==> config.mk <==
export PLATFORM = sky130hd
export DESIGN_NAME = mode_register_flat
export DESIGN_NICKNAME = d
export VERILOG_FILES = /design/src/rtl/mode_register_if.sv /design/src/rtl/mode_register.sv /design/src/flat_wrapper.sv
export SDC_FILE = /design/constraint.sdc
export NUM_CORES = 1
export LEC_CHECK = 0
export ABC_AREA = 1
export CAP_MARGIN = 20
export CORE_MARGIN = 2
export CORE_UTILIZATION = 54
export DETAILED_ROUTE_END_ITERATION = 10
export GPL_ROUTABILITY_DRIVEN = 0
export PLACE_DENSITY = 0.85
export SYNTH_ARGS = -nofsm -noshare
export SYNTH_HDL_FRONTEND = slang
export SYNTH_SLANG_ARGS = --single-unit
==> constraint.sdc <==
create_clock -name clock -period 3.9 [get_ports clock]
set_clock_uncertainty 0.15 [all_clocks]
set_input_delay 0.39 -clock clock [delete_from_list [all_inputs] [get_ports clock]]
set_output_delay 0.39 -clock clock [all_outputs]
set_load 0.02 [all_outputs]
==> src/rtl/mode_register_if.sv <==
// Bundle of the mode register's control, data and status signals.
// The master drives operation select and data; the slave (the register) reports state.
interface mode_register_if #(
  parameter int WIDTH       = 16,
  parameter int COUNT_WIDTH = $clog2(WIDTH + 1)
);
  logic                   reg_clear;
  logic [2:0]             reg_mode;
  logic [WIDTH-1:0]       reg_in;
  logic                   reg_serial_in;
  logic [WIDTH-1:0]       reg_out;
  logic                   reg_serial_out;
  logic [COUNT_WIDTH-1:0] reg_shift_count;
  logic                   reg_shift_done;

  modport master (
    output reg_clear, reg_mode, reg_in, reg_serial_in,
    input  reg_out, reg_serial_out, reg_shift_count, reg_shift_done
  );

  modport slave (
    input  reg_clear, reg_mode, reg_in, reg_serial_in,
    output reg_out, reg_serial_out, reg_shift_count, reg_shift_done
  );
endinterface

==> src/rtl/mode_register.sv <==
// Multi-mode operand register for the sequential multiplier: load, shifts,
// rotates and increment, plus a saturating shift counter that marks when a
// full WIDTH of shift/rotate steps has elapsed since the last load or clear.
// Every output comes straight from a flop or a decode of one; there is no
// input-to-output combinational path.
module mode_register #(
  parameter int WIDTH       = 16,
  parameter int COUNT_WIDTH = $clog2(WIDTH + 1)
) (
  input  logic             clock,
  input  logic             reg_reset,
  mode_register_if.slave   bus
);

  localparam logic [2:0] MODE_HOLD = 3'b000;
  localparam logic [2:0] MODE_LOAD = 3'b001;
  localparam logic [2:0] MODE_SRL  = 3'b010;
  localparam logic [2:0] MODE_SRA  = 3'b011;
  localparam logic [2:0] MODE_SL   = 3'b100;
  localparam logic [2:0] MODE_ROR  = 3'b101;
  localparam logic [2:0] MODE_ROL  = 3'b110;
  localparam logic [2:0] MODE_INC  = 3'b111;

  localparam logic [COUNT_WIDTH-1:0] COUNT_MAX = COUNT_WIDTH'(WIDTH);

  logic [WIDTH-1:0]       data_q, data_d;
  logic                   serial_q, serial_d;
  logic [COUNT_WIDTH-1:0] count_q, count_d;
  logic                   shifting;
  logic [WIDTH:0]         inc_sum;

  assign inc_sum = {1'b0, data_q} + {{WIDTH{1'b0}}, 1'b1};

  // Next-state selection: clear overrides any mode; shift/rotate modes bump the counter.
  always_comb begin
    data_d   = data_q;
    serial_d = serial_q;
    count_d  = count_q;
    shifting = 1'b0;
    if (bus.reg_clear) begin
      data_d   = '0;
      serial_d = 1'b0;
      count_d  = '0;
    end else begin
      case (bus.reg_mode)
        MODE_HOLD: ;
        MODE_LOAD: begin
          data_d   = bus.reg_in;
          serial_d = 1'b0;
          count_d  = '0;
        end
        MODE_SRL: begin
          data_d   = {bus.reg_serial_in, data_q[WIDTH-1:1]};
          serial_d = data_q[0];
          shifting = 1'b1;
        end
        MODE_SRA: begin
          data_d   = {data_q[WIDTH-1], data_q[WIDTH-1:1]};
          serial_d = data_q[0];
          shifting = 1'b1;
        end
        MODE_SL: begin
          data_d   = {data_q[WIDTH-2:0], bus.reg_serial_in};
          serial_d = data_q[WIDTH-1];
          shifting = 1'b1;
        end
        MODE_ROR: begin
          data_d   = {data_q[0], data_q[WIDTH-1:1]};
          serial_d = data_q[0];
          shifting = 1'b1;
        end
        MODE_ROL: begin
          data_d   = {data_q[WIDTH-2:0], data_q[WIDTH-1]};
          serial_d = data_q[WIDTH-1];
          shifting = 1'b1;
        end
        MODE_INC: begin
          data_d   = inc_sum[WIDTH-1:0];
          serial_d = inc_sum[WIDTH];
        end
        default: ;
      endcase
      // Counter saturates at WIDTH; shifting itself keeps going.
      if (shifting && (count_q != COUNT_MAX)) begin
        count_d = count_q + 1'b1;
      end
    end
  end

  // State registers with asynchronous active-high reset.
  always_ff @(posedge clock or posedge reg_reset) begin
    if (reg_reset) begin
      data_q   <= '0;
      serial_q <= 1'b0;
      count_q  <= '0;
    end else begin
      data_q   <= data_d;
      serial_q <= serial_d;
      count_q  <= count_d;
    end
  end

  assign bus.reg_out         = data_q;
  assign bus.reg_serial_out  = serial_q;
  assign bus.reg_shift_count = count_q;
  assign bus.reg_shift_done  = (count_q == COUNT_MAX);

endmodule

==> src/flat_wrapper.sv <==
// flat-port wrapper written by rule: the top's interface ports become plain ports
module mode_register_flat 
#(
  parameter int WIDTH       = 16,
  parameter int COUNT_WIDTH = $clog2(WIDTH + 1)
)
  (clock, reg_reset, bus_reg_clear, bus_reg_mode, bus_reg_in, bus_reg_serial_in, bus_reg_out, bus_reg_serial_out, bus_reg_shift_count, bus_reg_shift_done);
  mode_register_if #(.WIDTH(WIDTH), .COUNT_WIDTH(COUNT_WIDTH)) bus_i ();
  input  logic clock;
  input  logic reg_reset;
  input wire logic [$bits(bus_i.reg_clear)-1:0] bus_reg_clear;
  input wire logic [$bits(bus_i.reg_mode)-1:0] bus_reg_mode;
  input wire logic [$bits(bus_i.reg_in)-1:0] bus_reg_in;
  input wire logic [$bits(bus_i.reg_serial_in)-1:0] bus_reg_serial_in;
  output wire logic [$bits(bus_i.reg_out)-1:0] bus_reg_out;
  output wire logic [$bits(bus_i.reg_serial_out)-1:0] bus_reg_serial_out;
  output wire logic [$bits(bus_i.reg_shift_count)-1:0] bus_reg_shift_count;
  output wire logic [$bits(bus_i.reg_shift_done)-1:0] bus_reg_shift_done;
  assign bus_i.reg_clear = bus_reg_clear;
  assign bus_i.reg_mode = bus_reg_mode;
  assign bus_i.reg_in = bus_reg_in;
  assign bus_i.reg_serial_in = bus_reg_serial_in;
  assign bus_reg_out = bus_i.reg_out;
  assign bus_reg_serial_out = bus_i.reg_serial_out;
  assign bus_reg_shift_count = bus_i.reg_shift_count;
  assign bus_reg_shift_done = bus_i.reg_shift_done;
  mode_register #(.WIDTH(WIDTH), .COUNT_WIDTH(COUNT_WIDTH)) u_core (.clock(clock), .reg_reset(reg_reset), .bus(bus_i));
endmodule
; ---- Word-level counts from Yosys, hierarchy flattened
; Cells that the tools add are included.
[totals]
out_inout_bits = 23
in_bits = 23
word_cells = 34
regBits = 22
[op_classes]
n_mux = 9
add_sub_neg = 2
n_eq_ne = 10
n_reduce_logical = 9
[op_table]
columns = operator, count
row1 = $pmux W16 S7, 1
row2 = $add A16 B1 Y17 const B, 1
row3 = $mux W16, 1
row4 = $mux W5, 3
row5 = $eq A3 B3 Y1 const B, 4
row6 = $reduce_bool A8 Y1, 1
row7 = $reduce_bool A7 Y1, 1
row8 = $eq A3 B2 Y1 const B, 2
row9 = $add A5 B1 Y5 const B, 1
row10 = $eq A5 B5 Y1 const B, 1
row11 = $ne A5 B5 Y1 const B, 1
row12 = $reduce_bool A5 Y1, 1
row13 = $reduce_or A5 Y1, 1
row14 = $pmux W1 S4, 1
row15 = $eq A3 B1 Y1 const B, 1
row16 = $mux W1, 3
row17 = $reduce_bool A3 Y1, 1
row18 = $reduce_or A3 Y1, 1
row19 = $ne A2 B2 Y1 const B, 1
row20 = $reduce_and A2 Y1, 1
row21 = $reduce_or A2 Y1, 1
row22 = $logic_and A1 B1 Y1, 1

; ---- Depth between registers and ports, before layout
[depth]
depth_word = 7
mapped_depth = 10

; ---- Worst setup path before layout
; OpenSTA, ideal clock, no wires.
[synth_timing]
kind = reg-to-reg
from = register u_core.data_q[1], in the netlist u_core.bus.reg_out[1]
to = register u_core.data_q[14], in the netlist u_core.bus.reg_out[14]
path_stages_with_launch = 11
t_arrival_ns = 1.329
path_buffers = 0
path_slack_ns = 2.304
cell_sequence = dfrtp_1 -> ha_1 -> nand2_1 -> nor2_2 -> nand3_1 -> nand2_1 -> nand2_1 -> nand2_1 -> nand2_1 -> nand2_1 -> nand2_1
[synth_via]
elab_chain_len = 3
[synth_rtl]
columns = item, line_no
row1 = from (decl), mode_register.sv:26  ; logic [WIDTH-1:0] data_q, data_d;
row2 = from (signal assigned), mode_register.sv:97  ; data_q <= data_d;
row3 = $add A16 B1 Y17, mode_register.sv:32  ; assign inc_sum = {1'b0, data_q} + {{WIDTH{1'b0}}, 1'b1};
row4 = $pmux W16 S7, mode_register.sv:45  ; case (bus.reg_mode)
row5 = $mux W16, mode_register.sv:40  ; if (bus.reg_clear) begin
; No other way between the ends.
; A chain may end at the register's enable or synchronous reset.

; ---- Final worst setup path
[layout_timing]
from = register u_core.count_q[0], in the netlist u_core.bus.reg_shift_count[0]
to = output bus_reg_shift_done
[layout_via]
elab_chain_len = 1
[layout_rtl]
columns = item, line_no
row1 = from (decl), mode_register.sv:28  ; logic [COUNT_WIDTH-1:0] count_q, count_d;
row2 = from (signal assigned), mode_register.sv:99  ; count_q <= count_d;
row3 = $eq A5 B5 Y1, mode_register.sv:106  ; assign bus.reg_shift_done = (count_q == COUNT_MAX);
row4 = to (decl), flat_wrapper.sv:18  ; output wire logic [$bits(bus_i.reg_shift_done)-1:0] bus_reg_shift_done;
; No other way between the ends.

==> results.txt <==
----------------------------------------------------
[Outcome]
  Outcome ... finished, final reports clean

[Setup path]
  Max Fanout on Critical Path ... 4
  Critical path's top delay family ... buffers and inverters
  Type of element capturing the critical path ... output port
  Cell chain of the critical path ... inv_1 > ha_1 > nand4_1 > inv_1 > clkdlybuf4s50_1
  Depth of the worst register-to-register path ... 9
  Reg2Reg Setup Slack ... 2.04 ns
  Required @ worst endpoint ... 3.36 ns
  Levels on crit path ... 5
  Reg-to-Reg End ... u_core.bus.reg_out[14]
  Highest-delay cell along the critical path ... sky130_fd_sc_hd__clkdlybuf4s50_1
  Number of buffers and inverters on the critical path ... 3
  Critical path launch point type ... flip-flop
  Worst path arrival time ... 1.84 ns
  Largest incremental delay on the critical path ... 0.59 ns
  Most common cell type on the critical path ... sky130_fd_sc_hd__inv_1
  Worst r2r src ... u_core.bus.reg_out[1]
  Worst Path Class, Setup ... reg2out

[Hold path]
  Worst hold-check path type ... in2async

[Global route]
  Vias in the first global route ... 2,009
  Number of antenna violations at the first check in global routing ... 0
  GRT Total Usage ... 29.1%
  Maximum number of pins on one net before global-route repair ... 26
  Wire length of the first global-routing pass ... 9.44 mm
  Global route overflow ... 0

[STA]
  Slew of the pin with the lowest slew margin ... 0.848 ns
  Max-slew violations ... 0
  Number of hold-slack violations in the final timing report ... 0
  Fmax achieved ... 0.421 GHz
  Setup TNS after final layout ... 0 ns
  Unrepaired setup endpoints after global routing ... false
  Finish-stage setup viols ... 0
  Time the worst path needs with I/O delays and setup ... 2.38 ns
  Max-slew headroom at the worst pin ... 43.4%
  Period Utilization, post-route ... 60.9%
  Hold Slack ... 0.364 ns

[Floorplan]
  Die area ... 0.00407 mm²
  Top Ports ... 46
  Die W ... 63.8 µm
  Standard-cell row count ... 21
  Starting density of the core ... 57.0%
  Core region area ... 0.00339 mm²
  Die Span Y ... 63.8 µm

[CTS]
  Clock Sinks ... 22
  Post-CTS Resized ... 0
  Clk Tree Root Cell ... sky130_fd_sc_hd__clkbuf_4
  Reg clk slew, reported paths ... 0.15 ns
  Clock tree buffer depth ... 2
  Setup repair bufs after CTS ... 0
  CTS Buf Count ... 3
  H-tree depth ... 1
  Clock insertion delay at the later pin of the skew report ... 0.33 ns
  TritonCTS clock tree ... built
  Quantity of hold-fixing buffers added after cts ... 0

[Finish]
  Filler cell count in the final layout ... 303
  Post-route insts no fill ... 407
  Layout cells sized above 1 ... 5.82%
  Number of nets in the layout ... 388
  Commonest cells after routing, fill and taps aside ... 117 x sky130_fd_sc_hd__nand2_1, 45 x sky130_fd_sc_hd__clkdlybuf4s50_1, 40 x sky130_fd_sc_hd__nor2_1
  Most common cell after layout, fill and taps aside ... sky130_fd_sc_hd__nand2_1
  Antenna diode count ... 0
  Layout-stage area growth over the synthesis result ... 25.0%

[Detailed routing]
  Via density per instance ... 5.46
  Routed len/inst ... 13.4 µm
  Total routed wirelength ... 5.47 mm
  Vias after detailed routing ... 2,224
  DRC violation total after the first TritonRoute iteration ... 247
  Number of remaining DRC errors ... 0
  Antenna Violating Nets Remaining ... 0
  Number of search-and-repair iterations in the first detailed-routing pass ... 5

[Synth]
  Post-synthesis average cell area ... 5.96 µm²
  Post-synthesis cell area ... 0.00193 mm²
  Number of instances in the synthesized netlist ... 324
  Number of different library cells in the post-synthesis netlist ... 29
  Count of synthesis-stage warnings from yosys ... 0
  Register area share after synthesis ... 28.5%
  Synth Net Count ... 350
  Synth Register Bits ... 22

[Power]
  Standby leakage power ... 1.16 nW
  Total power draw ... 655 µW
  Total power per unit cell area ... 271 mW/mm²
  Maximum ir drop on the vdd rail ... 0.237 mV

[Place]
  Placed cells ... 403
  DPL Wire Length ... 3.89 mm
  PortBufs ... 45

[Flow run]
  Reported max-cap violation count ... 0

----------------------------------------------------
## metrics by stage
stage          setup WS (ns)  util (%)  instance area (µm²)
2_1_floorplan           2.30         -                 1930
3_3_place_gp            1.63      69.7                 2360
5_1_grt                 1.42      71.2                 2410
4_1_cts                 1.52      71.2                 2410
3_5_place_dp            1.56      69.7                 2360
6_report                1.52      71.2                 2410
## synth_stat cells, drive strengths merged
cell type / number / area (µm²)
o21ai: 19 / 98.8
clkbuf: 1 / 5.00
o21bai: 2 / 15.0
nand2: 121 / 464
inv: 34 / 128
dfrtp: 22 / 551
or2: 1 / 6.26
o2111ai: 2 / 17.5
o31ai: 1 / 7.51
nand3b: 1 / 7.51
xor2: 3 / 26.3
nor2: 47 / 199
buf: 11 / 72.6
o211ai: 2 / 15.0
nand4: 3 / 18.8
nand3: 31 / 155
ha: 3 / 37.5
a21oi: 15 / 75.1
nor3: 3 / 20.0
o22ai: 2 / 12.5
## cell type report
class	count	area, µm²	area share [%]
Clock buffer	3	22.5	0.933
Clock inverter	1	30.0	1.24
Inverter	34	128	5.28
Multi-Input combinational cell	256	1180	48.7
Sequential cell	22	551	22.8
Tap cell	46	57.6	2.38
Timing Repair Buffer	45	450	18.7
## where the power goes
group / leakage, nW / internal [mW] / switching [mW] / total (mW)
sequential: 0.295 / 0.244 / 0.0328 / 0.277
combinational: 0.841 / 0.0836 / 0.108 / 0.192
clock: 0.0279 / 0.104 / 0.0825 / 0.186
## worst register-to-register path, stage by stage (launching register included)
cell and delay (ns):
sky130_fd_sc_hd__dfrtp_1 0.51, sky130_fd_sc_hd__ha_1 0.24, sky130_fd_sc_hd__nand2_1 0.09, sky130_fd_sc_hd__nor2_2 0.25
sky130_fd_sc_hd__nand2_1 0.15, sky130_fd_sc_hd__o21ai_1 0.21, sky130_fd_sc_hd__nand2_1 0.07, sky130_fd_sc_hd__nand2_1 0.05
sky130_fd_sc_hd__nand2_1 0.05, sky130_fd_sc_hd__nand2_1 0.05
## worst max-delay path by stage
stage,start,to,slack (ns)
finish,u_core.bus.reg_shift_count[0],bus_reg_shift_done,1.52
CTS,u_core.bus.reg_shift_count[0],bus_reg_shift_done,1.52
global route,u_core.bus.reg_shift_count[0],bus_reg_shift_done,1.42
detailed placement,bus_reg_mode[2],u_core.bus.reg_out[8],1.56
floorplan,u_core.bus.reg_out[1],u_core.bus.reg_out[14],2.30
global placement,bus_reg_mode[2],u_core.bus.reg_out[15],1.63
## sequential cells by signal, summed over array words and instances (netlist names)
register                    flops
u_core.bus.reg_serial_out       1
u_core.bus.reg_shift_count      5
u_core.bus.reg_out             16
## metal layers
metal | vias up | share of wire (%) | GRT usage (%)
met5 | - | 0 | 0
met4 | 0 | 0.75 | 8.42
met3 | 6 | 7.1 | 5.99
met2 | 100 | 48 | 47.7
met1 | 1010 | 44 | 38.8
li1 | 1108 | - | -
## cells by family (layout without fill, tap and decap cells)
family / Yosys count / after routing / share of synthesized area [%]
AO/OA/AOI/OAI: 43 / 43 / 12.5
XOR/XNOR: 3 / 3 / 1.36
adder cells (fa/ha/maj): 3 / 3 / 1.94
buffers and inverters: 46 / 83 / 10.6
flip-flops: 22 / 22 / 28.5
AND/OR/NAND/NOR: 207 / 207 / 45.1
No activity file was read; power rests on OpenSTA's default activity.
